### config.mk
export PLATFORM = sky130hd
export DESIGN_NAME = alu_seq
export DESIGN_NICKNAME = d
export VERILOG_FILES = /design/src/rtl/alu_pkg.sv /design/src/rtl/alu_mul_iter.sv /design/src/rtl/alu_seq.sv
export SDC_FILE = /design/constraint.sdc
export NUM_CORES = 1
export LEC_CHECK = 0
export CAP_MARGIN = 40
export CORE_UTILIZATION = 55
export CTS_BUF_LIST = sky130_fd_sc_hd__clkbuf_16
export DETAILED_ROUTE_END_ITERATION = 8
export GPL_TIMING_DRIVEN = 0
export PLACE_DENSITY = 0.75
export SETUP_SLACK_MARGIN = 0.02
export SYNTH_ARGS = -nofsm -noshare
export SYNTH_HDL_FRONTEND = slang
export SYNTH_SLANG_ARGS = --single-unit
### constraint.sdc
create_clock -name clk -period 4.5 [get_ports clk]
set_input_delay 0.9 -clock clk [delete_from_list [all_inputs] [get_ports clk]]
set_output_delay 0.9 -clock clk [all_outputs]
set_load 0.1 [all_outputs]
### src/rtl/alu_pkg.sv
// ---------------------------------------------------------------------------
// alu_pkg
// Shared definitions for the sequential execute unit. The processor decoder
// imports the same opcode constants, so opcodes 1..6 keep the encoding of
// the older combinational ALU.
//   OP_*      4-bit opcode values
//   state_e   control state of the execute unit
// ---------------------------------------------------------------------------
package alu_pkg;

    localparam logic [3:0] OP_NOP = 4'd0;
    localparam logic [3:0] OP_ADD = 4'd1;
    localparam logic [3:0] OP_SUB = 4'd2;
    localparam logic [3:0] OP_AND = 4'd3;
    localparam logic [3:0] OP_OR  = 4'd4;
    localparam logic [3:0] OP_NOT = 4'd5;
    localparam logic [3:0] OP_XOR = 4'd6;
    localparam logic [3:0] OP_SHL = 4'd7;
    localparam logic [3:0] OP_SHR = 4'd8;
    localparam logic [3:0] OP_ADC = 4'd9;
    localparam logic [3:0] OP_SBB = 4'd10;
    localparam logic [3:0] OP_CMP = 4'd11;
    localparam logic [3:0] OP_MUL = 4'd12;

    typedef enum logic {
        ST_IDLE = 1'b0,
        ST_MUL  = 1'b1
    } state_e;

endpackage

### src/rtl/alu_mul_iter.sv
// ---------------------------------------------------------------------------
// alu_mul_iter
// Iterative shift-add unsigned multiplier, one partial product per cycle.
//   clk, rst_n   clock, asynchronous active-low reset
//   start        latch a/b and begin a new multiplication
//   a, b         operands (sampled only when start is high)
//   done         high during the cycle that performs the final step
//   product      accumulator value after the current cycle's step
// ---------------------------------------------------------------------------
module alu_mul_iter #(
    parameter  int WIDTH = 16,
    localparam int CNT_W = $clog2(WIDTH) + 1
) (
    input  logic               clk,
    input  logic               rst_n,
    input  logic               start,
    input  logic [WIDTH-1:0]   a,
    input  logic [WIDTH-1:0]   b,
    output logic               done,
    output logic [2*WIDTH-1:0] product
);

    logic               busy_q,   busy_d;
    logic [CNT_W-1:0]   cnt_q,    cnt_d;
    logic [2*WIDTH-1:0] mcand_q,  mcand_d;
    logic [WIDTH-1:0]   mplier_q, mplier_d;
    logic [2*WIDTH-1:0] acc_q,    acc_d;
    logic [2*WIDTH-1:0] step_sum;
    logic               last_step;

    // The multiplicand walks left while the multiplier walks right, so
    // every step only has to look at the multiplier's LSB.
    assign step_sum  = acc_q + (mplier_q[0] ? mcand_q : '0);
    assign last_step = busy_q && (cnt_q == CNT_W'(WIDTH - 1));

    // Exposing the post-step sum (not acc_q) lets the parent capture the
    // finished product on the same edge as the last step.
    assign done    = last_step;
    assign product = step_sum;

    always_comb begin
        busy_d   = busy_q;
        cnt_d    = cnt_q;
        mcand_d  = mcand_q;
        mplier_d = mplier_q;
        acc_d    = acc_q;
        if (start) begin
            busy_d   = 1'b1;
            cnt_d    = '0;
            mcand_d  = {{WIDTH{1'b0}}, a};
            mplier_d = b;
            acc_d    = '0;
        end else if (busy_q) begin
            acc_d    = step_sum;
            mcand_d  = mcand_q << 1;
            mplier_d = mplier_q >> 1;
            cnt_d    = cnt_q + CNT_W'(1);
            if (last_step) begin
                busy_d = 1'b0;
            end
        end
    end

    always_ff @(posedge clk or negedge rst_n) begin
        if (!rst_n) begin
            busy_q   <= 1'b0;
            cnt_q    <= '0;
            mcand_q  <= '0;
            mplier_q <= '0;
            acc_q    <= '0;
        end else begin
            busy_q   <= busy_d;
            cnt_q    <= cnt_d;
            mcand_q  <= mcand_d;
            mplier_q <= mplier_d;
            acc_q    <= acc_d;
        end
    end

endmodule

### src/rtl/alu_seq.sv
// ---------------------------------------------------------------------------
// alu_seq
// Registered execute unit with valid/ready handshakes, persistent flags and
// an iterative multiplier.
//   clk, rst_n            clock, asynchronous active-low reset
//   in_valid / in_ready   request handshake (a, b, op sampled on accept)
//   a, b, op              operands and opcode (b[CNT_W-1:0] is shift amount)
//   out_valid / out_ready result handshake
//   result, result_hi     result; result_hi is the product high half for MUL
//   flag_c/z/n/v          carry/borrow, zero, negative, signed overflow
// ---------------------------------------------------------------------------
module alu_seq
    import alu_pkg::*;
#(
    parameter  int WIDTH = 16,
    localparam int CNT_W = $clog2(WIDTH) + 1
) (
    input  logic             clk,
    input  logic             rst_n,
    input  logic             in_valid,
    output logic             in_ready,
    input  logic [WIDTH-1:0] a,
    input  logic [WIDTH-1:0] b,
    input  logic [3:0]       op,
    output logic             out_valid,
    input  logic             out_ready,
    output logic [WIDTH-1:0] result,
    output logic [WIDTH-1:0] result_hi,
    output logic             flag_c,
    output logic             flag_z,
    output logic             flag_n,
    output logic             flag_v
);

    localparam int MSB = WIDTH - 1;

    state_e             state_q, state_d;
    logic               accept;
    logic               mul_start;
    logic               mul_done;
    logic [2*WIDTH-1:0] mul_product;

    logic               out_valid_q, out_valid_d;
    logic [WIDTH-1:0]   result_q,    result_d;
    logic [WIDTH-1:0]   result_hi_q, result_hi_d;
    logic               flag_c_q,    flag_c_d;
    logic               flag_z_q,    flag_z_d;
    logic               flag_n_q,    flag_n_d;
    logic               flag_v_q,    flag_v_d;

    logic               add_cin;
    logic               sub_bin;
    logic [WIDTH:0]     add_ext;
    logic [WIDTH:0]     sub_ext;
    logic [CNT_W-1:0]   shamt;
    logic [2*WIDTH-1:0] shl_ext;
    logic [2*WIDTH-1:0] shr_ext;
    logic [WIDTH-1:0]   alu_res;
    logic [WIDTH-1:0]   alu_fsrc;
    logic               alu_c;
    logic               alu_v;

    alu_mul_iter #(
        .WIDTH (WIDTH)
    ) u_mul (
        .clk     (clk),
        .rst_n   (rst_n),
        .start   (mul_start),
        .a       (a),
        .b       (b),
        .done    (mul_done),
        .product (mul_product)
    );

    // FSM state register.
    always_ff @(posedge clk or negedge rst_n) begin
        if (!rst_n) begin
            state_q <= ST_IDLE;
        end else begin
            state_q <= state_d;
        end
    end

    // FSM next state: MUL is the only multi-cycle op.
    always_comb begin
        state_d = state_q;
        case (state_q)
            ST_IDLE: if (accept && (op == OP_MUL)) state_d = ST_MUL;
            ST_MUL:  if (mul_done)                 state_d = ST_IDLE;
            default: state_d = ST_IDLE;
        endcase
    end

    // FSM outputs. A request may be taken in the same cycle the held
    // result is consumed; rst_n gates in_ready so nothing is taken in reset.
    always_comb begin
        in_ready  = rst_n && (state_q == ST_IDLE) && (!out_valid_q || out_ready);
        accept    = in_valid && in_ready;
        mul_start = accept && (op == OP_MUL);
    end

    // Single-cycle datapath. Arithmetic runs at WIDTH+1 bits so the top bit
    // is the carry (add) or borrow (subtract). Shifts are done in a 2*WIDTH
    // field so the last bit shifted out lands at a fixed position.
    always_comb begin
        add_cin = (op == OP_ADC) && flag_c_q;
        sub_bin = (op == OP_SBB) && flag_c_q;
        add_ext = {1'b0, a} + {1'b0, b} + {{WIDTH{1'b0}}, add_cin};
        sub_ext = {1'b0, a} - {1'b0, b} - {{WIDTH{1'b0}}, sub_bin};
        shamt   = b[CNT_W-1:0];
        shl_ext = {{WIDTH{1'b0}}, a} << shamt;
        shr_ext = {a, {WIDTH{1'b0}}} >> shamt;

        alu_res = '0;
        alu_c   = 1'b0;
        alu_v   = 1'b0;
        case (op)
            OP_NOP: alu_res = '0;
            OP_ADD, OP_ADC: begin
                alu_res = add_ext[MSB:0];
                alu_c   = add_ext[WIDTH];
                alu_v   = (a[MSB] == b[MSB]) && (add_ext[MSB] != a[MSB]);
            end
            OP_SUB, OP_SBB, OP_CMP: begin
                alu_res = (op == OP_CMP) ? '0 : sub_ext[MSB:0];
                alu_c   = sub_ext[WIDTH];
                alu_v   = (a[MSB] != b[MSB]) && (sub_ext[MSB] != a[MSB]);
            end
            OP_AND: alu_res = a & b;
            OP_OR:  alu_res = a | b;
            OP_NOT: alu_res = ~a;
            OP_XOR: alu_res = a ^ b;
            OP_SHL: begin
                if (shamt >= CNT_W'(WIDTH)) begin
                    alu_res = '0;
                end else begin
                    alu_res = shl_ext[MSB:0];
                    alu_c   = shl_ext[WIDTH];
                end
            end
            OP_SHR: begin
                if (shamt >= CNT_W'(WIDTH)) begin
                    alu_res = '0;
                end else begin
                    alu_res = shr_ext[2*WIDTH-1:WIDTH];
                    alu_c   = shr_ext[MSB];
                end
            end
            default: alu_res = '0;
        endcase

        // CMP discards the difference but still reports Z/N from it.
        alu_fsrc = (op == OP_CMP) ? sub_ext[MSB:0] : alu_res;
    end

    // Result/flag registers change only when a result is produced, which is
    // what makes flag_c persist between ADC/SBB chains.
    always_comb begin
        out_valid_d = out_valid_q;
        result_d    = result_q;
        result_hi_d = result_hi_q;
        flag_c_d    = flag_c_q;
        flag_z_d    = flag_z_q;
        flag_n_d    = flag_n_q;
        flag_v_d    = flag_v_q;

        if (out_valid_q && out_ready) begin
            out_valid_d = 1'b0;
        end

        if (accept && (op != OP_MUL)) begin
            out_valid_d = 1'b1;
            result_d    = alu_res;
            result_hi_d = '0;
            flag_c_d    = alu_c;
            flag_v_d    = alu_v;
            flag_z_d    = (alu_fsrc == '0);
            flag_n_d    = alu_fsrc[MSB];
        end else if ((state_q == ST_MUL) && mul_done) begin
            out_valid_d = 1'b1;
            result_d    = mul_product[MSB:0];
            result_hi_d = mul_product[2*WIDTH-1:WIDTH];
            flag_c_d    = |mul_product[2*WIDTH-1:WIDTH];
            flag_v_d    = 1'b0;
            flag_z_d    = (mul_product[MSB:0] == '0);
            flag_n_d    = mul_product[MSB];
        end
    end

    always_ff @(posedge clk or negedge rst_n) begin
        if (!rst_n) begin
            out_valid_q <= 1'b0;
            result_q    <= '0;
            result_hi_q <= '0;
            flag_c_q    <= 1'b0;
            flag_z_q    <= 1'b0;
            flag_n_q    <= 1'b0;
            flag_v_q    <= 1'b0;
        end else begin
            out_valid_q <= out_valid_d;
            result_q    <= result_d;
            result_hi_q <= result_hi_d;
            flag_c_q    <= flag_c_d;
            flag_z_q    <= flag_z_d;
            flag_n_q    <= flag_n_d;
            flag_v_q    <= flag_v_d;
        end
    end

    assign out_valid = out_valid_q;
    assign result    = result_q;
    assign result_hi = result_hi_q;
    assign flag_c    = flag_c_q;
    assign flag_z    = flag_z_q;
    assign flag_n    = flag_n_q;
    assign flag_v    = flag_v_q;

endmodule
-- Word level (Yosys, flattened, before mapping)
Index checks and enable logic that the tools add are counted.
W data, S select, Z words.
- bits of input ports: 40
- bits in writable memories: 0
- flip-flop bits (word level): 124
- bits in latches: 0
- memories kept: 0
- word-level logic and storage cells: 105
- ROM bits: 0
- eq/ne operators: 18
- shift operators: 2
- multiply operators: 0
- reductions and logical operators: 22
- order comparisons: 1
- $add $sub $neg: 6
- div/mod/pow operators: 0
- bitwise logic cells: 5
- muxes and demuxes: 38
- operators by type and width (operator ; count):
    $mux W16 ; 10
    $mux W32 ; 5
    $pmux W16 S8 ; 1
    $add A32 B32 Y32 ; 1
    $logic_not A16 Y1 ; 2
    $shr A32 B5 Y32 ; 1
    $eq A4 B4 Y1 const B ; 5
    $add A16 B16 Y17 ; 1
    $add A17 B1 Y17 ; 1
    $mux W1 ; 17
    $shl A16 B5 Y17 ; 1
    $sub A16 B16 Y17 ; 1
    $sub A17 B1 Y17 ; 1
    $and A16 B16 Y16 ; 1
    $eq A4 B3 Y1 const B ; 4
    $not A16 Y16 ; 1
    $or A16 B16 Y16 ; 1
    $reduce_or A16 Y1 ; 1
    $xor A16 B16 Y16 ; 1
    $logic_and A1 B1 Y1 ; 12
    $mux W5 ; 2
    $eq A4 B2 Y1 const B ; 2
    $add A5 B1 Y5 const B ; 1
    $eq A5 B4 Y1 const B ; 1
    other kinds (14) ; 18

-- Longest topological paths before layout
- depth after elaboration: 8
- mapped depth: 16

-- Modules after synthesis
Synthesis repeated with hierarchy kept, for this count alone.
- cell total of the unflattened synthesis: 1434
- area, all modules: 11949.0 um^2
- by module, submodules not included (module ; area each (um^2) ; cells each ; instances ; seq. area each (um^2)):
    alu_seq ; 6354.8 ; 833 ; 1 ; 950.9
    alu_mul_iter ; 5594.1 ; 601 ; 1 ; 2152.1

-- Worst setup path before layout
No wires, ideal clock.
- path kind: input to register
- start point: input port op[1]
- end point: register flag_c_q (netlist: flag_c)
- stages on the path: 15
- required time: 4.361 ns
- path buffers: 1
- setup slack: 0.350 ns
- arrival time: 4.011 ns
- cells stage by stage: nor2b_1 clkbuf_1 nand3_1 fa_1 fa_1 o211ai_1 a21oi_1 o41ai_1 o21ai_0 a21o_1 a21oi_1 xnor2_1 a21oi_1 o21ai_0 o2111ai_1
- word-level cells in the longest chain between the ends: 5
- ends and longest elaborated chain (what ; RTL line ; RTL):
    start, declared ; alu_seq.sv:24 ; input logic [3:0] op,
    $eq A4 B4 Y1, on equally long branches ; alu_seq.sv:107, alu_seq.sv:117, alu_seq.sv:106 ;
    $logic_and A1 B1 Y1, on equally long branches ; alu_seq.sv:107, alu_seq.sv:106 ;
    $sub A17 B1 Y17 or $add A17 B1 Y17 (tied branches) ; alu_seq.sv:109, alu_seq.sv:108 ;
    $pmux W1 S4 ; alu_seq.sv:117 ; case (op)
    $mux W1 ; alu_seq.sv:171 ; if (accept && (op != OP_MUL)) begin
    end signal, assigned ; alu_seq.sv:203 ; flag_c_q <= flag_c_d;
    end, declared ; alu_seq.sv:46 ; logic flag_c_q, flag_c_d;
Several ways; a longest one is shown, not always the timed one.
A chain may end at the register's enable or synchronous reset.

-- Worst setup path in the final report
- start point: input port a[4]
- end point: register flag_v_q (netlist: flag_v)
- word-level cells in the longest chain between the ends: 6
- ends and longest elaborated chain (what ; RTL line ; RTL):
    start, declared ; alu_seq.sv:22 ; input logic [WIDTH-1:0] a,
    $sub A16 B16 Y17 or $add A16 B16 Y17 (tied branches) ; alu_seq.sv:109, alu_seq.sv:108 ;
    $sub A17 B1 Y17 or $add A17 B1 Y17 (tied branches) ; alu_seq.sv:109, alu_seq.sv:108 ;
    $ne A1 B1 Y1, on equally long branches ; alu_seq.sv:127, alu_seq.sv:122 ;
    $logic_and A1 B1 Y1, on equally long branches ; alu_seq.sv:127, alu_seq.sv:122 ;
    $pmux W1 S2 * ; alu_seq.sv:117 ;
    $mux W1 * ; alu_seq.sv:171 ;
    end signal, assigned ; alu_seq.sv:206 ; flag_v_q <= flag_v_d;
    end, declared ; alu_seq.sv:49 ; logic flag_v_q, flag_v_d;
Mark *: on every way between the ends. The rest lies on a longest branch, timed or not.

==> results.py <==
metrics = {
    "yosys": {
        "synth.distinct_cells": 80,
        "syn-num-nets": 1546,
        "synth.most_common_cell": "nor2_1",
        "synth.top_cell.area_share": 0.2692,
        "syn_area_um2": 11530,
        "ys_top_cells_by_area": "dfrtp_1 (27%), ha_1 (10%), mux2i_1 (8.8%)",
        "yosysTopAreaCell": "dfrtp_1",
        "synth_edf_count": 0,
        "synthFlopType": "dfrtp_1",
        "synth.avg_cell_area_um2": 8.204,
        "synth-warning-count": 0,
        "syn_inst": 1405,
        "ys_seq_elements": 124,
        "synthTopCellsByCount": "nor2_1 (156), nand2_1 (142), dfrtp_1 (124)",
        "synthArstFlopShare": 1.000,
        "seq_area_frac_synth": 0.2692,
    },
    "worst_setup_path": {
        "worstRegToRegCells": 13,
        "r2r-end": "flag_c$_DFFE_PN0P_",
        "crit_chain": "clkdlybuf4s50_1 -> inv_1 -> ha_1 -> ha_1 -> o21a_1 -> o2bb2ai_2 -> nor2_2 -> o221ai_4 -> o21ai_0 -> mux2i_1 -> nand2b_1 -> xnor2_1 -> a31oi_1 -> o21ai_1",
        "cpMostUsedCell": "ha_1",
        "critPathKind": "input pin to flip-flop",
        "r2r-start": "u_mul.mplier_q[0]$_DFFE_PN0P_",
        "cpMaxStageDelayCell": "clkdlybuf4s50_1",
        "end_kind": "flip-flop",
        "critical_path_required_ps": 4830,
        "reg2reg_slack_ps": 190,
        "slowest_delay_ps": 770,
        "critPathTopFamily": "compound AO/OA/AOI/OAI gates",
        "crit_buf_inv": 2,
        "crit_arrival_ps": 4770,
        "cp-start-kind": "input pin",
        "path_max_fanout": 9,
    },
    "pwr": {
        "pwr_density_cell_nw_per_um2": 521.0,
        "p_switching_uw": 3544,
        "vdd_drop_max_mv": 0.4022,
        "power_frac_seq": 0.253,
        "pwr-share-comb": 0.564,
        "p_sw_frac": 0.4846,
        "p_clk_frac": 0.183,
        "internal-power_uw": 3770,
        "leakage_uw": 0.006423,
    },
    "detailed_routing": {
        "antenna_left": 0,
        "route.met2.wl_um": 19330,
        "firstDrtPassIters": 5,
        "wirelength_um": 45060,
        "dr.first_iter.drc_count": 1332,
        "via_count": 12130,
        "wl_per_cell_um": 24.57,
        "vias_per_cell": 6.611,
        "highest_layer": "met4",
        "wl_met1_um": 19040,
        "remaining_drc_errors": 0,
        "wl_met3_um": 4541,
    },
    "place": {
        "placed_area_um2": 13290,
        "gp_congestion": 1.009,
        "dp_cells": 1794,
        "hpwl_um": 34800,
        "port_buffers": 77,
    },
    "global_routing": {
        "track_usage": 0.4197,
        "grt_antenna_before_repair": 0,
        "grt_max_degree": 82,
        "grt_pass1_wl_um": 67500,
        "grt_pass1_vias": 11330,
        "grt_overflow": 0,
    },
    "sta": {
        "grt_setup_unrepaired": "yes",
        "clock_skew_ps": 7.682,
        "slew_headroom": 0.3946,
        "worst_pin_slew_ps": 896.8,
        "fin_crit_sh": 0.9852,
        "fmax_ghz": 0.2256,
        "hold_viol": 0,
        "setup_violations": 0,
        "min_period_ps": 4433,
        "slew_violations": 0,
    },
    "finish": {
        "fin_nets": 1692,
        "final_area_um2": 14040,
        "drive_gt1_frac": 0.09783,
        "final_cells": 1834,
        "final_util": 0.6894,
        "nFillCells": 1654,
        "antenna_cells": 0,
        "synthToLayoutAreaGrowth_pct": 21.78,
    },
    "die": {
        "ioPinCount": 78,
        "die_w_um": 146.8,
        "die_h_um": 146.8,
        "initial_core_util": 0.5660,
        "rows": 52,
        "fp.dieArea_um2": 21540,
        "coreArea_um2": 20360,
    },
    "cts": {
        "clk_pin_slew_ps": 60,
        "cts.htree.levels": 4,
        "cts.sinks": 124,
        "ctsLongestPathBuffers": 2,
        "root_buffer": "clkbuf_16",
        "clock_latency_ps": 420,
        "cts_made_buffers": 17,
        "cts_tree": "yes",
    },
    "run": {
        "drv_cap": 0,
    },
    "min_path": {
        "worstHoldPathType": "input pin to async pin",
    },
    "status": {
        "status": "finished clean",
    },
}
==> power groups by stage <==
stage	clock [uW]	combinational, uW	sequential, uW
floorplan	0	1950	2430
global placement	0	3540	1810
detailed placement	0	3980	1840
CTS	1330	4030	1830
global route	1380	4370	1880
finish	1340	4130	1850
==> logic make-up after synthesis <==
family                     synth area share
AOI/OAI and AO/OA                    0.2159
xor gates and xnor gates            0.04331
adders and majority gates            0.1129
buffers and inverters               0.04776
DFF                                  0.2692
muxes                                0.1111
and+or+nand+nor                      0.1998
==> per-layer routing <==
metal / vias up / GRT usage
met5: - / 0
met4: 0 / 0.1870
met3: 134 / 0.09193
met2: 750 / 0.6178
met1: 5857 / 0.5889
li1: 5384 / -
==> state kept, by name (all words and copies together) (netlist names) <==
signal          cells
state_q             1
u_mul.acc_q        32
flag_c              1
out_valid           1
result_hi          16
u_mul.mcand_q      32
result             16
flag_z              1
u_mul.busy_q        1
flag_n              1
flag_v              1
u_mul.mplier_q     16
u_mul.cnt_q         5
==> worst reg2reg max path, stage by stage, from the launching register on <==
cell and delay, ps:
dfrtp_1 490, clkbuf_1 220, and2_1 200, ha_1 340, a21o_1 170, a31oi_1 160
or4b_1 610, and2_2 230, a21oi_1 310, xnor2_1 250, nand3_1 170, or4b_1 560
nor4_4 330, o2111ai_1 140
==> area by class of cell <==
cell class | count | area (um^2) | area share
Clock inverter | 15 | 138.9 | 0.009893
Tap cell | 270 | 337.8 | 0.02406
Sequential cell | 124 | 3103 | 0.2210
Buffer | 73 | 349.1 | 0.02487
Inverter | 57 | 217.7 | 0.01551
Clock buffer | 17 | 425.4 | 0.03030
Timing Repair Buffer | 128 | 1510 | 0.1076
Multi-Input combinational cell | 1150 | 7956 | 0.5668
==> what timing repair did <==
item,CTS,global route
gates resized for setup,18,22
hold buffers,0,0
pin swaps,2,2
setup buffers,1,8
endpoints found under the setup margin,7,4
==> through the flow <==
stage | setup WS [ps] | hold WS, ps | power [uW] | setup TNS (ps)
4_1_cts | 22.01 | 412.2 | 7194 | 0
6_report | 66.78 | 402.5 | 7314 | 0
5_1_grt | 10.76 | 430.3 | 7627 | 0
3_5_place_dp | -1438 | 471.7 | 5820 | -7921
2_1_floorplan | 350.0 | 486.7 | 4385 | 0
3_3_place_gp | -3860 | 470.3 | 5353 | -715700
==> how the worst max path moves through the flow <==
stage,startpoint,end,slack [ps],cells past startpoint
global route,op[0],flag_v$_DFFE_PN0P_,10,17
floorplan,op[1],flag_c$_DFFE_PN0P_,350,15
global placement,rst_n,u_mul.acc_q[24]$_DFFE_PN0P_,-3860,6
finish,a[4],flag_v$_DFFE_PN0P_,70,14
CTS,b[0],flag_c$_DFFE_PN0P_,20,17
detailed placement,op[1],flag_c$_DFFE_PN0P_,-1440,16
==> layout by cell type, fill, tap and decap left out, types with 11 or more instances in the layout <==
master | netlist | final
a211oi_1 | 25 | 24
a21o_1 | 17 | 17
a21oi_1 | 82 | 81
a22oi_1 | 28 | 27
and2_1 | 35 | 35
and3_1 | 13 | 13
buf_2 | 14 | 15
buf_4 | 3 | 13
buf_8 | 0 | 35
clkbuf_1 | 51 | 49
clkbuf_16 | 0 | 17
clkdlybuf4s50_1 | 0 | 66
dfrtp_1 | 124 | 124
ha_1 | 96 | 96
inv_1 | 56 | 55
mux2i_1 | 101 | 101
nand2_1 | 142 | 142
nand2b_1 | 22 | 22
nand3_1 | 35 | 35
nand4_1 | 11 | 11
nor2_1 | 156 | 155
nor2b_1 | 14 | 13
nor3_1 | 17 | 17
o211ai_1 | 13 | 13
o21ai_0 | 110 | 108
o22ai_1 | 13 | 13
xnor2_1 | 30 | 30
xor2_1 | 27 | 26
No activity file was read; power rests on OpenSTA's default activity.
